===== config.mk =====
export PLATFORM = sky130hd
export DESIGN_NAME = cdc_xfer_sched
export DESIGN_NICKNAME = d
export VERILOG_FILES = /design/src/rtl/cdc_xfer_pkg.sv /design/src/rtl/cdc_sync_2ff.sv /design/src/rtl/cdc_xfer_sched.sv
export SDC_FILE = /design/constraint.sdc
export NUM_CORES = 1
export LEC_CHECK = 0
export CAP_MARGIN = 20
export CORE_MARGIN = 2
export CORE_UTILIZATION = 45
export DETAILED_ROUTE_END_ITERATION = 10
export PLACE_DENSITY = 0.88
export SLEW_MARGIN = 15
export SYNTH_ARGS = -nofsm -noshare
export SYNTH_HDL_FRONTEND = slang
export SYNTH_SLANG_ARGS = --single-unit

===== constraint.sdc =====
create_clock -name clk_a -period 2.3 [get_ports clk_a]
set_input_delay 0.46 -clock clk_a [delete_from_list [all_inputs] [get_ports clk_a]]
set_output_delay 0.46 -clock clk_a [all_outputs]
set_load 0.03 [all_outputs]

===== src/rtl/cdc_xfer_pkg.sv =====
// Shared types and defaults for the CDC transfer scheduler: FSM state encoding,
// parameter defaults and the round-robin index width helper.
package cdc_xfer_pkg;

    typedef enum logic [2:0] {
        IDLE    = 3'd0,
        SETUP   = 3'd1,
        WAIT_HI = 3'd2,
        WAIT_LO = 3'd3,
        GUARD   = 3'd4
    } state_e;

    localparam int NREQ_DEF     = 4;
    localparam int DW_DEF       = 4;
    localparam int HOLD_CYC_DEF = 6;
    localparam int TO_CYC_DEF   = 64;

    // Width of an index into NREQ requesters, never below one bit.
    function automatic int rr_idx_w(input int nreq);
        return (nreq > 1) ? $clog2(nreq) : 1;
    endfunction

endpackage


===== src/rtl/cdc_sync_2ff.sv =====
// Two-flop level synchronizer into clk_a; both stages reset to 0.
module cdc_sync_2ff (
    input  logic clk_a,
    input  logic arstn,
    input  logic async_i,
    output logic sync_o
);

    logic meta_q;
    logic sync_q;

    always_ff @(posedge clk_a or negedge arstn) begin
        if (!arstn) begin
            meta_q <= 1'b0;
            sync_q <= 1'b0;
        end else begin
            meta_q <= async_i;
            sync_q <= meta_q;
        end
    end

    assign sync_o = sync_q;

endmodule


===== src/rtl/cdc_xfer_sched.sv =====
// Round-robin scheduler sharing one data/enable CDC channel between NREQ requesters,
// with a four-phase en/ack handshake and guard gap. CDC_XFER_SCHED_TIMEOUT_EN adds an ack-rise timeout.
module cdc_xfer_sched
    import cdc_xfer_pkg::*;
#(
    parameter int NREQ     = NREQ_DEF,
    parameter int DW       = DW_DEF,
    parameter int HOLD_CYC = HOLD_CYC_DEF,
    parameter int TO_CYC   = TO_CYC_DEF
) (
    input  logic               clk_a,
    input  logic               arstn,
    input  logic [NREQ-1:0]    req,
    input  logic [NREQ*DW-1:0] req_data,
    output logic [NREQ-1:0]    gnt,
    output logic [DW-1:0]      xfer_data,
    output logic               xfer_en,
    input  logic               xfer_ack_async,
    output logic               busy,
    output logic               err_timeout
);

    localparam int IW = rr_idx_w(NREQ);
    localparam int GW = (HOLD_CYC > 1) ? $clog2(HOLD_CYC) : 1;
    localparam logic [IW-1:0] LAST_RST   = IW'(NREQ - 1);
    localparam logic [GW-1:0] GUARD_LOAD = GW'(HOLD_CYC - 1);

    state_e            state_q, state_d;
    logic [IW-1:0]     last_q, last_d;
    logic [DW-1:0]     data_q, data_d;
    logic [NREQ-1:0]   gnt_q, gnt_d;
    logic              en_q, en_d;
    logic              busy_q, busy_d;
    logic [GW-1:0]     guard_q, guard_d;
    logic              ack_s;
    logic              rr_found;
    logic [IW-1:0]     rr_win;
    logic [DW-1:0]     word [NREQ];

    cdc_sync_2ff u_ack_sync (
        .clk_a   (clk_a),
        .arstn   (arstn),
        .async_i (xfer_ack_async),
        .sync_o  (ack_s)
    );

    for (genvar gi = 0; gi < NREQ; gi++) begin : g_word
        assign word[gi] = req_data[gi*DW +: DW];
    end

    // First requester at or after last+1, wrapping; the previous winner is searched last.
    always_comb begin
        rr_found = 1'b0;
        rr_win   = '0;
        for (int k = 0; k < NREQ; k++) begin
            if (!rr_found && req[(int'(last_q) + 1 + k) % NREQ]) begin
                rr_found = 1'b1;
                rr_win   = IW'((int'(last_q) + 1 + k) % NREQ);
            end
        end
    end

`ifdef CDC_XFER_SCHED_TIMEOUT_EN
    localparam int TW = (TO_CYC > 1) ? $clog2(TO_CYC) : 1;
    logic [TW-1:0] to_cnt_q, to_cnt_d;
    logic          err_q, err_d;
    logic          to_hit;
    assign to_hit = (to_cnt_q == TW'(TO_CYC - 1));
`endif

    always_ff @(posedge clk_a or negedge arstn) begin
        if (!arstn) begin
            state_q  <= IDLE;
            last_q   <= LAST_RST;
            data_q   <= '0;
            gnt_q    <= '0;
            en_q     <= 1'b0;
            busy_q   <= 1'b0;
            guard_q  <= '0;
`ifdef CDC_XFER_SCHED_TIMEOUT_EN
            to_cnt_q <= '0;
            err_q    <= 1'b0;
`endif
        end else begin
            state_q  <= state_d;
            last_q   <= last_d;
            data_q   <= data_d;
            gnt_q    <= gnt_d;
            en_q     <= en_d;
            busy_q   <= busy_d;
            guard_q  <= guard_d;
`ifdef CDC_XFER_SCHED_TIMEOUT_EN
            to_cnt_q <= to_cnt_d;
            err_q    <= err_d;
`endif
        end
    end

    always_comb begin
        state_d = state_q;
        unique case (state_q)
            IDLE:    if (rr_found) state_d = SETUP;
            SETUP:   state_d = WAIT_HI;
            WAIT_HI: begin
                if (ack_s) state_d = WAIT_LO;
`ifdef CDC_XFER_SCHED_TIMEOUT_EN
                else if (to_hit) state_d = WAIT_LO;
`endif
            end
            WAIT_LO: if (!ack_s) state_d = GUARD;
            GUARD:   if (guard_q == '0) state_d = IDLE;
            default: state_d = IDLE;
        endcase
    end

    // Outputs are registered off state_d so they line up with the state they belong to.
    always_comb begin
        last_d  = last_q;
        data_d  = data_q;
        gnt_d   = '0;
        guard_d = guard_q;
        en_d    = (state_d == WAIT_HI);
        busy_d  = (state_d != IDLE);
        if (state_q == IDLE && rr_found) begin
            last_d         = rr_win;
            data_d         = word[rr_win];
            gnt_d[rr_win]  = 1'b1;
        end
        if (state_q == WAIT_LO) begin
            guard_d = GUARD_LOAD;
        end else if (state_q == GUARD && guard_q != '0) begin
            guard_d = guard_q - GW'(1);
        end
`ifdef CDC_XFER_SCHED_TIMEOUT_EN
        to_cnt_d = to_cnt_q;
        err_d    = 1'b0;
        if (state_q == SETUP) begin
            to_cnt_d = '0;
        end else if (state_q == WAIT_HI && !ack_s) begin
            if (to_hit) err_d = 1'b1;
            else        to_cnt_d = to_cnt_q + TW'(1);
        end
`endif
    end

    assign gnt       = gnt_q;
    assign xfer_data = data_q;
    assign xfer_en   = en_q;
    assign busy      = busy_q;

`ifdef CDC_XFER_SCHED_TIMEOUT_EN
    assign err_timeout = err_q;
`else
    logic unused_to_cfg;
    assign unused_to_cfg = (TO_CYC > 0);
    assign err_timeout   = 1'b0;
`endif

endmodule


Yosys cells after proc, flatten, opt, wreduce, memory -nomap -nowiden

Index checks and enable logic that the tools add are counted.

Register bits: 20
Output and inout bits: 11
Word-level logic and storage cells: 82

Add/subtract/negate cells: 5
$lt $le $gt $ge: 7
Equality and inequality tests: 5
Multiplexer cells: 33
Bitwise gates (word level): 5
Reductions and logical operators: 18

Operator list:

| operator                                                              | number |
|---|---|
| 3-bit two-way mux                                                     | 6 |
| 3-bit by 4-bit < comparator with 1-bit output, second input constant  | 4 |
| 3-bit case mux with 5 select lines                                    | 1 |
| 1-bit two-way mux                                                     | 13 |
| 4-bit two-way mux                                                     | 3 |
| 3-bit by 2-bit equality test with 1-bit output, second input constant | 3 |
| 1-bit binary-select mux with 2-bit select                             | 4 |
| 4-bit binary-select mux with 2-bit select                             | 1 |
| 2-bit two-way mux                                                     | 4 |
| 2-bit OR reduction                                                    | 4 |
| 1-bit logical AND                                                     | 6 |
| 3-bit zero test                                                       | 2 |
| 3-bit nonzero test                                                    | 2 |
| 2-bit by 1-bit adder with 2-bit output, second input constant         | 2 |
| 2-bit adder, second input constant                                    | 2 |
| 1-bit bitwise AND, first input constant                               | 4 |
| 3-bit by 1-bit equality test with 1-bit output, second input constant | 1 |
| 3-bit equality test, second input constant                            | 1 |
| 3-bit greater-or-equal comparator, second input constant              | 1 |
| 1-bit zero test                                                       | 3 |
| 2-bit by 3-bit < comparator with 1-bit output, second input constant  | 1 |
| 2-bit NOT with 3-bit output                                           | 1 |
| 3-bit by 1-bit subtractor with 3-bit output, second input constant    | 1 |
| 1-bit demux with 2-bit select                                         | 1 |
| 2 further kinds                                                       | 2 |

Logic depth before layout (Yosys ltp)

Gate-level depths: netlist of run 1.

Word-level depth: 21
Mapped depth: 7
Mapped depth without buffers: 7

Modules after synthesis

From an unflattened synthesis of run 1, not the netlist that was laid out.

Cells, all modules: 116
Area total of the unflattened synthesis: 1121.1 um^2

Modules (own cells, without submodules):

| module         | times used | cells an instance | area an instance (um^2) |
|---|---|---|---|
| cdc_xfer_sched | 1          | 114               | 1071.0 |
| cdc_sync_2ff   | 1          | 2                 | 50.0 |

Least setup slack after synthesis of run 1

Ideal clock, no wire load.

Path type: register -> register
From: register last_q[1]
To: register data_q[2] (netlist: xfer_data[2])
Library setup time: 0.126 ns
Arrival time: 1.767 ns
Slack: 0.407 ns
Cell stages (with the launch flop): 8
Buffers on the path: 2
Period minus slack after synthesis: 1.893 ns
Cell sequence: dfstp_2 > buf_4 > nand2b_1 > a21oi_1 > o221a_1 > buf_6 > mux2_4 > a221o_1

Cells in the longest elaborated chain, start to end: 18

RTL lines:

| element                                                                         | line                                       | source |
|---|---|---|
| from (decl)                                                                     | cdc_xfer_sched.sv:29                       | `logic [IW-1:0] last_q, last_d;` |
| from (signal assigned)                                                          | cdc_xfer_sched.sv:86                       | `last_q <= last_d;` |
| 2-bit by 1-bit adder with 2-bit output (*)                                      | cdc_xfer_sched.sv:56, cdc_xfer_sched.sv:58 |  |
| branches (longest 17 deep; another with 2-bit by 1-bit adder with 2-bit output) | n/a                                        |  |
| to (signal assigned)                                                            | cdc_xfer_sched.sv:87                       | `data_q <= data_d;` |
| to (decl)                                                                       | cdc_xfer_sched.sv:30                       | `logic [DW-1:0] data_q, data_d;` |

Every way passes the cells marked *. The select of a mux whose other input is x is not followed.
A chain may end at the register's enable or synchronous reset.

Final worst setup path of run 1

From: input port req[3]
To: register data_q[2] (netlist: xfer_data[2])

Cells in the longest elaborated chain, start to end: 17

RTL lines:

| element                                              | line                  | source |
|---|---|---|
| from (decl)                                          | cdc_xfer_sched.sv:13  | `input logic [NREQ-1:0] req,` |
| 1-bit binary-select mux with 2-bit select            | cdc_xfer_sched.sv:56  | `if (!rr_found && req[(int'(last_q) + 1 + k) % NREQ]) begin` |
| 1-bit two-way mux (not written as such) (2 in a row) | cdc_xfer_sched.sv:56  |  |
| 1-bit two-way mux                                    | cdc_xfer_sched.sv:56  |  |
| 1-bit zero test                                      | cdc_xfer_sched.sv:56  |  |
| 1-bit logical AND                                    | cdc_xfer_sched.sv:56  |  |
| 1-bit two-way mux                                    | cdc_xfer_sched.sv:56  |  |
| 1-bit zero test                                      | cdc_xfer_sched.sv:56  |  |
| 1-bit logical AND                                    | cdc_xfer_sched.sv:56  |  |
| 1-bit two-way mux                                    | cdc_xfer_sched.sv:56  |  |
| 1-bit zero test                                      | cdc_xfer_sched.sv:56  |  |
| 1-bit logical AND                                    | cdc_xfer_sched.sv:56  |  |
| 2-bit two-way mux                                    | cdc_xfer_sched.sv:56  |  |
| 2-bit NOT with 3-bit output (not written as such)    | cdc_xfer_sched.sv:126 | `data_d = word[rr_win];` |
| 4-bit binary-select mux with 2-bit select            | cdc_xfer_sched.sv:126 |  |
| 4-bit two-way mux (not written as such) (2 in a row) | cdc_xfer_sched.sv:126 |  |

Parallel ways exist; a longest one is shown, timed or not. The select of a mux whose other input is x is not followed.

==> results of run 1 <==
==> worst max-delay path, stage by stage <==
cell             delay [ns]
clkdlybuf4s50_1        0.51
or4_1                  0.56
and2_1                 0.28
nand3_1                0.14
mux2i_1                0.08
a221o_1                0.26
==> sequential cells by signal, indices dropped and copies added (netlist names) <==
| signal | flops |
|---|---|
| busy | 1 |
| gnt | 4 |
| guard_q | 3 |
| last_q | 2 |
| state_q | 3 |
| u_ack_sync.meta_q | 1 |
| u_ack_sync.sync_o | 1 |
| xfer_data | 4 |
| xfer_en | 1 |
==> area by class of cell <==
type	instances	area (µm²)	share of cell area (%)
sequential	20	503	33.1
multi-input combinational	79	529	34.8
inverter	7	26.3	1.73
timing repair buffer	43	403	26.5
clock buffer	3	22.5	1.48
tap	28	35.0	2.31
==> final timing paths <==
kind | slack, ns | endpoint | cells past startpoint
max in group asynchronous | 1.31 | guard_q[2] | 2
setup / recovery | 0.19 | xfer_data[2] | 6
hold reg to reg | 0.36 | u_ack_sync.sync_o | 0
setup reg to reg | 0.37 | xfer_data[2] | 4
min in group asynchronous | 0.48 | u_ack_sync.sync_o | 1
hold / removal | 0.36 | u_ack_sync.sync_o | 0
==> stage by stage <==
stage                     power, mW  hold WS (ns)  std cells  cell area [µm²]
after floorplan                1.22         0.164        112             1100
after global placement         1.50         0.338        177             1500
after detailed placement       1.53         0.346        177             1500
final                          1.68         0.361        180             1520
after global routing           1.81         0.380        180             1520
after CTS                      1.69         0.368        180             1520
==> where the power goes <==
part	internal [mW]	leakage, nW	switching (mW)
clock	0.0609	0.0138	0.0947
combinational	0.431	0.411	0.472
sequential	0.493	0.240	0.127
total	0.985	0.665	0.694
==> cell families (layout without fill, tap and decap cells) <==
| family | after synthesis | count (layout) |
|---|---|---|
| AO/OA/AOI/OAI | 26 | 26 |
| flip-flops | 20 | 20 |
| buffers and inverters | 13 | 53 |
| AND/OR/NAND/NOR | 41 | 41 |
| multiplexers | 9 | 9 |
| adder cells (fa/ha/maj) | 2 | 2 |
| other | 1 | 1 |
==> routing by layer <==
metal	vias to the layer above	routed length, µm	global-route usage, %
met1	454	1020	22.4
met5	-	0	0
met2	25	1200	33.3
li1	479	-	-
met4	0	22	6.84
met3	4	111	5.08
==> placed cells by master (no fill, tap or decap), types with 2 or more instances in the layout <==
| cell type | count |
|---|---|
| clkdlybuf4s50_1 | 32 |
| dfrtp_1 | 18 |
| buf_4 | 11 |
| nor2_1 | 10 |
| nand3_1 | 9 |
| inv_1 | 7 |
| nand2_1 | 7 |
| o21ai_0 | 6 |
| a21oi_1 | 5 |
| mux2i_1 | 5 |
| nor3_1 | 4 |
| nand2b_1 | 3 |
| o211ai_1 | 3 |
| clkbuf_4 | 3 |
| a21o_1 | 2 |
| and2_1 | 2 |
| mux2_4 | 2 |
| a221o_1 | 2 |
| o21a_1 | 2 |
| mux2_2 | 2 |
| ha_1 | 2 |
| dfstp_2 | 2 |
==> flow_summary.yaml, run 1 <==
power_and_ir_drop:
  ir_worst_vdd_v: 0.000649
  power.density_nw_per_um2: 1110
  p_leak_nw: 0.665
yosys:
  synthDistinctLibCells: 35
  ys_seq_elements: 20
  yosysSeqAreaShare_pct: 45.6
  syn-num-nets: 137
  synthCells: 112
  muxShareOfSynthArea_pct: 9.30
  synth_most_common_cell: "dfrtp_1"
  synth_flop_cell: "dfrtp_1"
  yosysTopAreaCellShare_pct: 40.8
  ys_async_sr_fraction_pct: 100
  synth_common_cells: "dfrtp_1 (18), nor2_1 (10), nand3_1 (9), inv_1 (7), nand2_1 (7)"
  synth_edf_count: 0
  synth.area.top_cells: "dfrtp_1 (41%), dfstp_2 (4.8%), mux2i_1 (4.5%), nand3_1 (4.1%), nor2_1 (3.4%)"
  synth-compound-area-share_pct: 17.5
  synth_fa_ha_area_share_pct: 2.27
  yosys.area_share.simple_pct: 18.6
  synth_top_family_by_area: "simple AND/OR/NAND/NOR gates"
  synth_area_um2: 1100
  synth_xor_area_share_pct: 0
  yosysTopAreaCell: "dfrtp_1"
  yosysWarnings: 0
  synth.avg_cell_area_um2: 9.85
timing:
  tightestPinTransition_ns: 0.624
  finalSetupViolCount: 0
  slew_violations: 0
  rsz0062_at_grt: "no"
  fin_ws_ns: 0.193
  fmax_ghz: 0.475
  hold_viol: 0
  finalClockSkew_ns: 0.00857
  setup_tns_ns: 0
  relSlewSlack_pct: 57.8
  post-route-period-util_pct: 91.6
  fin_crit_ns: 2.11
min_path:
  hp-class: "reg2reg"
  hp-start: "u_ack_sync.meta_q"
floorplanning:
  die_area_um2: 2860
  coreArea_um2: 2280
  start_util_pct: 48.5
  rows: 17
  die_x_um: 53.5
  die_y_um: 53.5
  ios: 34
placed_design:
  portBuffers: 32
  dp_slack_ns: -0.123
  dp_hpwl_um: 1940
  gp_congestion: 0.773
clock_network:
  cts_buffer_depth: 2
  cts_num_sinks: 20
  cts_tree: "built"
  post_cts_resized: 0
  clk_latency_ns: 0.29
  path_clk_slew_ns: 0.10
  cts-buffers-inserted: 3
  ctsHoldBuffers: 0
  cts_root_buf: "clkbuf_4"
  htreeDepth: 1
  post-cts-setup-buffers: 0
finish:
  final_nets: 179
  antenna_cells: 0
  drive_above_1_share_pct: 15.1
  syn_to_final_growth_pct: 37.6
  fillers: 181
  final_util_pct: 66.7
route:
  drt-pass1-iter-count: 4
  postRouteAntennaNets: 0
  vias: 962
  via_per_inst: 5.34
  routed_wl_um: 2360
  wl_per_cell_um: 13.1
  first_iter_violations: 21
  drc: 0
global_route:
  grt_max_degree: 12
  antenna_found_initial: 0
  grt_pass1_vias: 955
  grt-ovfl-total: 0
  grt_pass1_wl_um: 3940
  grt_usage_pct: 19.1
critical_path:
  crit_path_end_kind: "flop"
  start_kind: "primary input"
  startpoint: "req[3]"
  critical_path_required_ns: 2.49
  critPathKind: "in2reg"
  crit_arrival_ns: 2.29
  rr_startpoint: "last_q[1]"
  cp_max_fo: 11
job:
  max_cap_violations: 0
outcome:
  outcome: "finished clean"
(Power assumes the default switching activity.)
==> run 2, diff against run 1 <==
DONT_BUFFER_PORTS = 1   (was default)
PLACE_DENSITY = 0.71   (was 0.88)
==> run 2 against run 1 <==
  * Count of clock-buffer cells in the layout grew 1
  * Design area shrank 24%
  * Critical path type is now reg2reg
  * Combinational power shrank 39%
  * Hold slack lost 0.18 ns
==> flow_summary.yaml, run 2 (synthesized netlist as in run 1, its figures left out) <==
timing:
  fmax_ghz: 0.505
  finalClockSkew_ns: 0.00417
  whs_ns: 0.177
  post-route-period-util_pct: 86.1
  setup_tns_ns: 0
  slew_violations: 0
  fin_crit_ns: 1.98
  hold_viol: 0
  finalSetupViolCount: 0
  rsz0062_at_grt: "no"
  relSlewSlack_pct: 41.3
  tightestPinTransition_ns: 0.878
floorplanning:
  die_x_um: 53.5
  ios: 34
  rows: 17
  coreArea_um2: 2280
  die_area_um2: 2860
  start_util_pct: 48.5
  die_y_um: 53.5
power_and_ir_drop:
  ir_worst_vdd_v: 0.000725
  p_leak_nw: 0.506
  power.density_nw_per_um2: 1320
  p_total_mw: 1.51
finish:
  design_area_um2: 1150
  drive_above_1_share_pct: 12.5
  mostFrequentLayoutCells: "dfrtp_1 (18), nor2_1 (10), nand3_1 (9)"
  syn_to_final_growth_pct: 3.97
  final_common_cell: "dfrtp_1"
  final_util_pct: 50.4
  antenna_cells: 0
  fillers: 201
  final_nets: 138
clock_network:
  post-cts-setup-buffers: 0
  cts_tree: "built"
  cts-buffers-inserted: 3
  cts_num_sinks: 20
  cts_buffer_depth: 2
  htreeDepth: 1
  path_clk_slew_ns: 0.12
  cts_root_buf: "clkbuf_4"
  clk_latency_ns: 0.30
critical_path:
  cp_max_fo: 8
  max_stage_delay_ns: 0.59
  crit_path_end_kind: "flop"
  critPathKind: "reg2reg"
  path_cells: "and3b_2 > o32ai_2 > nor2_1 > a221o_1"
  crit_arrival_ns: 2.18
  start_kind: "flop"
  critical_path_required_ns: 2.50
  slowest_stage: "dfstp_2"
  rrSetupSlack_ns: 0.32
route:
  drt-pass1-iter-count: 4
  routed_wl_um: 2210
  via_per_inst: 5.96
  wl_per_cell_um: 15.8
  drc: 0
  first_iter_violations: 37
  postRouteAntennaNets: 0
  vias: 835
global_route:
  grt_pass1_wl_um: 3580
  grt_pass1_vias: 746
  antenna_found_initial: 0
  grt-ovfl-total: 0
  grt_usage_pct: 17.9
  grt_max_degree: 21
min_path:
  hp-class: "in2reg"
placed_design:
  gp_congestion: 0.849
  dp_hpwl_um: 1640
  portBuffers: 0
  place_area_um2: 1100
job:
  max_cap_violations: 0
outcome:
  outcome: "finished clean"
-- run 2: worst max-delay path, delay by kind of cell (launching register included) --
| family | cells | cell delay, ns |
|---|---|---|
| AOI/OAI and AO/OA | 2 | 0.89 |
| DFF | 1 | 0.59 |
| and+or+nand+nor | 2 | 0.39 |
-- run 2: where the power goes --
group	switching [mW]	internal [mW]	total (mW)
clock	0.110	0.0965	0.207
combinational	0.304	0.247	0.550
sequential	0.261	0.492	0.753
total	0.675	0.835	1.51
-- run 2: path summary, 6_finish.rpt --
kind,from,endpoint,cells past startpoint
max reg2reg,last_q[0],xfer_data[0],4
min,xfer_ack_async,u_ack_sync.meta_q,0
min reg2reg,u_ack_sync.meta_q,u_ack_sync.sync_o,0
min in group asynchronous,arstn,gnt[3],1
max in group asynchronous,arstn,guard_q[1],1
max,last_q[0],xfer_data[0],4
-- run 2: layout make-up --
| cell class | instances | area, µm² | area share, % |
|---|---|---|---|
| clock buffers | 4 | 36.3 | 3.16 |
| well taps | 28 | 35.0 | 3.05 |
| multi-input cells | 79 | 529 | 46.1 |
| inverters | 7 | 26.3 | 2.29 |
| flip-flops and latches | 20 | 503 | 43.8 |
| repair buffers | 2 | 17.5 | 1.53 |
-- run 2: repair_timing --
action | in CTS | in global routing
resized for setup | 0 | 0
setup endpoints to repair | 0 | 0
hold buffers | 1 | 0
hold endpoints to repair | 20 | 0
-- run 2: per-layer routing --
| metal | track usage, % | wire (µm) | vias up |
|---|---|---|---|
| met2 | 25.7 | 1040 | 35 |
| met5 | 0 | 0 | - |
| met4 | 10.3 | 27 | 0 |
| li1 | - | - | 402 |
| met3 | 3.95 | 169 | 2 |
| met1 | 24.4 | 963 | 396 |
-- run 2: metrics by stage --
stage               setup WS (ns)  cells
floorplan                   0.407    112
global placement            0.375    135
detailed placement          0.352    135
CTS                         0.325    140
global route                0.174    140
finish                      0.319    140
==> run 3, diff against run 2 <==
CAP_MARGIN = 30   (was 20)
PLACE_DENSITY = 0.72   (was 0.71)
==> run 3 against run 2 <==
  * Hold slack better by 0.010 ns
  * Highest routed layer unchanged
  * Largest power group unchanged
  * Count of clock-buffer cells in the layout unchanged
  * Die area unchanged
==> flow_summary.yaml, run 3 (synthesized netlist as in run 1, its figures left out) <==
timing:
  fmax_ghz: 0.531
  finalSetupViolCount: 0
  finalClockSkew_ns: 0.0119
  tightestPinTransition_ns: 0.649
  slew_violations: 0
  fin_ws_ns: 0.415
  relSlewSlack_pct: 56.2
  fin_crit_ns: 1.88
  setup_tns_ns: 0
  post-route-period-util_pct: 82.0
  rsz0062_at_grt: "no"
  hold_viol: 0
critical_path:
  critical_path_required_ns: 2.50
  rr_startpoint: "last_q[1]"
  startpoint: "last_q[1]"
  cp_max_fo: 9
  r2r_cells: 5
  crit_arrival_ns: 2.08
  timing.rr.end: "xfer_data[2]"
  critPathKind: "reg2reg"
  start_kind: "flop"
  crit_path_end_kind: "flop"
  rrSetupSlack_ns: 0.42
floorplanning:
  die_x_um: 53.5
  ios: 34
  coreArea_um2: 2280
  rows: 17
  die_area_um2: 2860
  start_util_pct: 48.5
  die_y_um: 53.5
global_route:
  grt_use_met2_pct: 24.9
  top_usage_layer: "met2"
  grtUsageMet3_pct: 2.82
  grt-ovfl-total: 0
  grt_usage_pct: 16.8
  grt_pass1_wl_um: 3440
  antenna_found_initial: 0
  grtUsageMet1_pct: 23.8
  grt_pass1_vias: 757
  grt_max_degree: 21
power_and_ir_drop:
  p_leak_nw: 0.517
  ir_worst_vdd_v: 0.000766
  p_total_mw: 1.52
  power.density_nw_per_um2: 1300
finish:
  syn_to_final_growth_pct: 5.67
  final_cells: 142
  antenna_cells: 0
  design_area_um2: 1170
  multi_input_area_um2: 529
  register_area_um2: 503
  mostFrequentLayoutCells: "dfrtp_1 (18), nor2_1 (10), nand3_1 (9)"
  drive_above_1_share_pct: 14.0
  fillers: 204
  final_nets: 140
  final_common_cell: "dfrtp_1"
route:
  via_per_inst: 5.89
  drc: 0
  drt-pass1-iter-count: 4
  first_iter_violations: 11
  wl_per_cell_um: 15.6
  postRouteAntennaNets: 0
  routed_wl_um: 2210
  vias: 837
clock_network:
  post_cts_resized: 0
  clk_latency_ns: 0.30
  cts_root_buf: "clkbuf_4"
  cts-buffers-inserted: 3
  path_clk_slew_ns: 0.12
  cts_buffer_depth: 2
  cts_tree: "built"
  cts_num_sinks: 20
  htreeDepth: 1
placed_design:
  dp.cells: 136
  gp_congestion: 0.843
  portBuffers: 0
  dp_hpwl_um: 1690
  place_area_um2: 1110
  dp_slack_ns: 0.377
min_path:
  hp-start: "xfer_ack_async"
  min_path_cells: 0
  hp-class: "in2reg"
  hold_path_end: "u_ack_sync.meta_q"
outcome:
  outcome: "finished clean"
job:
  max_cap_violations: 0
run 3: cell count changes in the layout (fill, tap and decap cells not counted), sizes merged:
cell / change
buf: +2
run 3: how the worst max path moves through the flow:
stage	to
floorplan	xfer_data[2]
global placement	xfer_data[0]
detailed placement	xfer_data[2]
CTS	xfer_data[2]
global route	gnt[0]
finish	xfer_data[2]
run 3: per-layer routing:
metal / vias to the layer above / routed length (µm)
li1: 402 / -
met1: 403 / 985
met2: 30 / 1120
met3: 2 / 74
met4: 0 / 27
met5: - / 0
run 3: layout make-up:
type                       count  area share (%)
inverter                       7            2.25
tap                           28            3.00
multi-input combinational     79            45.4
sequential                    20            43.1
clock buffer                   4            3.11
timing repair buffer           4            3.11
run 3: power breakdown:
part / internal (mW) / switching [mW]
clock: 0.0964 / 0.107
sequential: 0.492 / 0.263
combinational: 0.256 / 0.306
total: 0.845 / 0.676
run 3: worst max-delay path: stages, from the launching register on:
cell,delay (ns)
dfstp_2,0.62
nand2b_1,0.15
a21oi_1,0.07
o221a_1,0.30
mux2_4,0.32
a221o_1,0.32
run 3: timing repair:
action                    4_1_cts  5_1_grt
buffers inserted                0        0
hold endpoints to repair       20        0
hold buffers                    1        0
run 3: through the flow:
stage / util, % / hold WS (ns)
2_1_floorplan: - / 0.164
3_3_place_gp: 48.7 / 0.165
3_5_place_dp: 48.7 / 0.165
4_1_cts: 50.7 / 0.173
5_1_grt: 51.2 / 0.154
6_report: 51.2 / 0.187
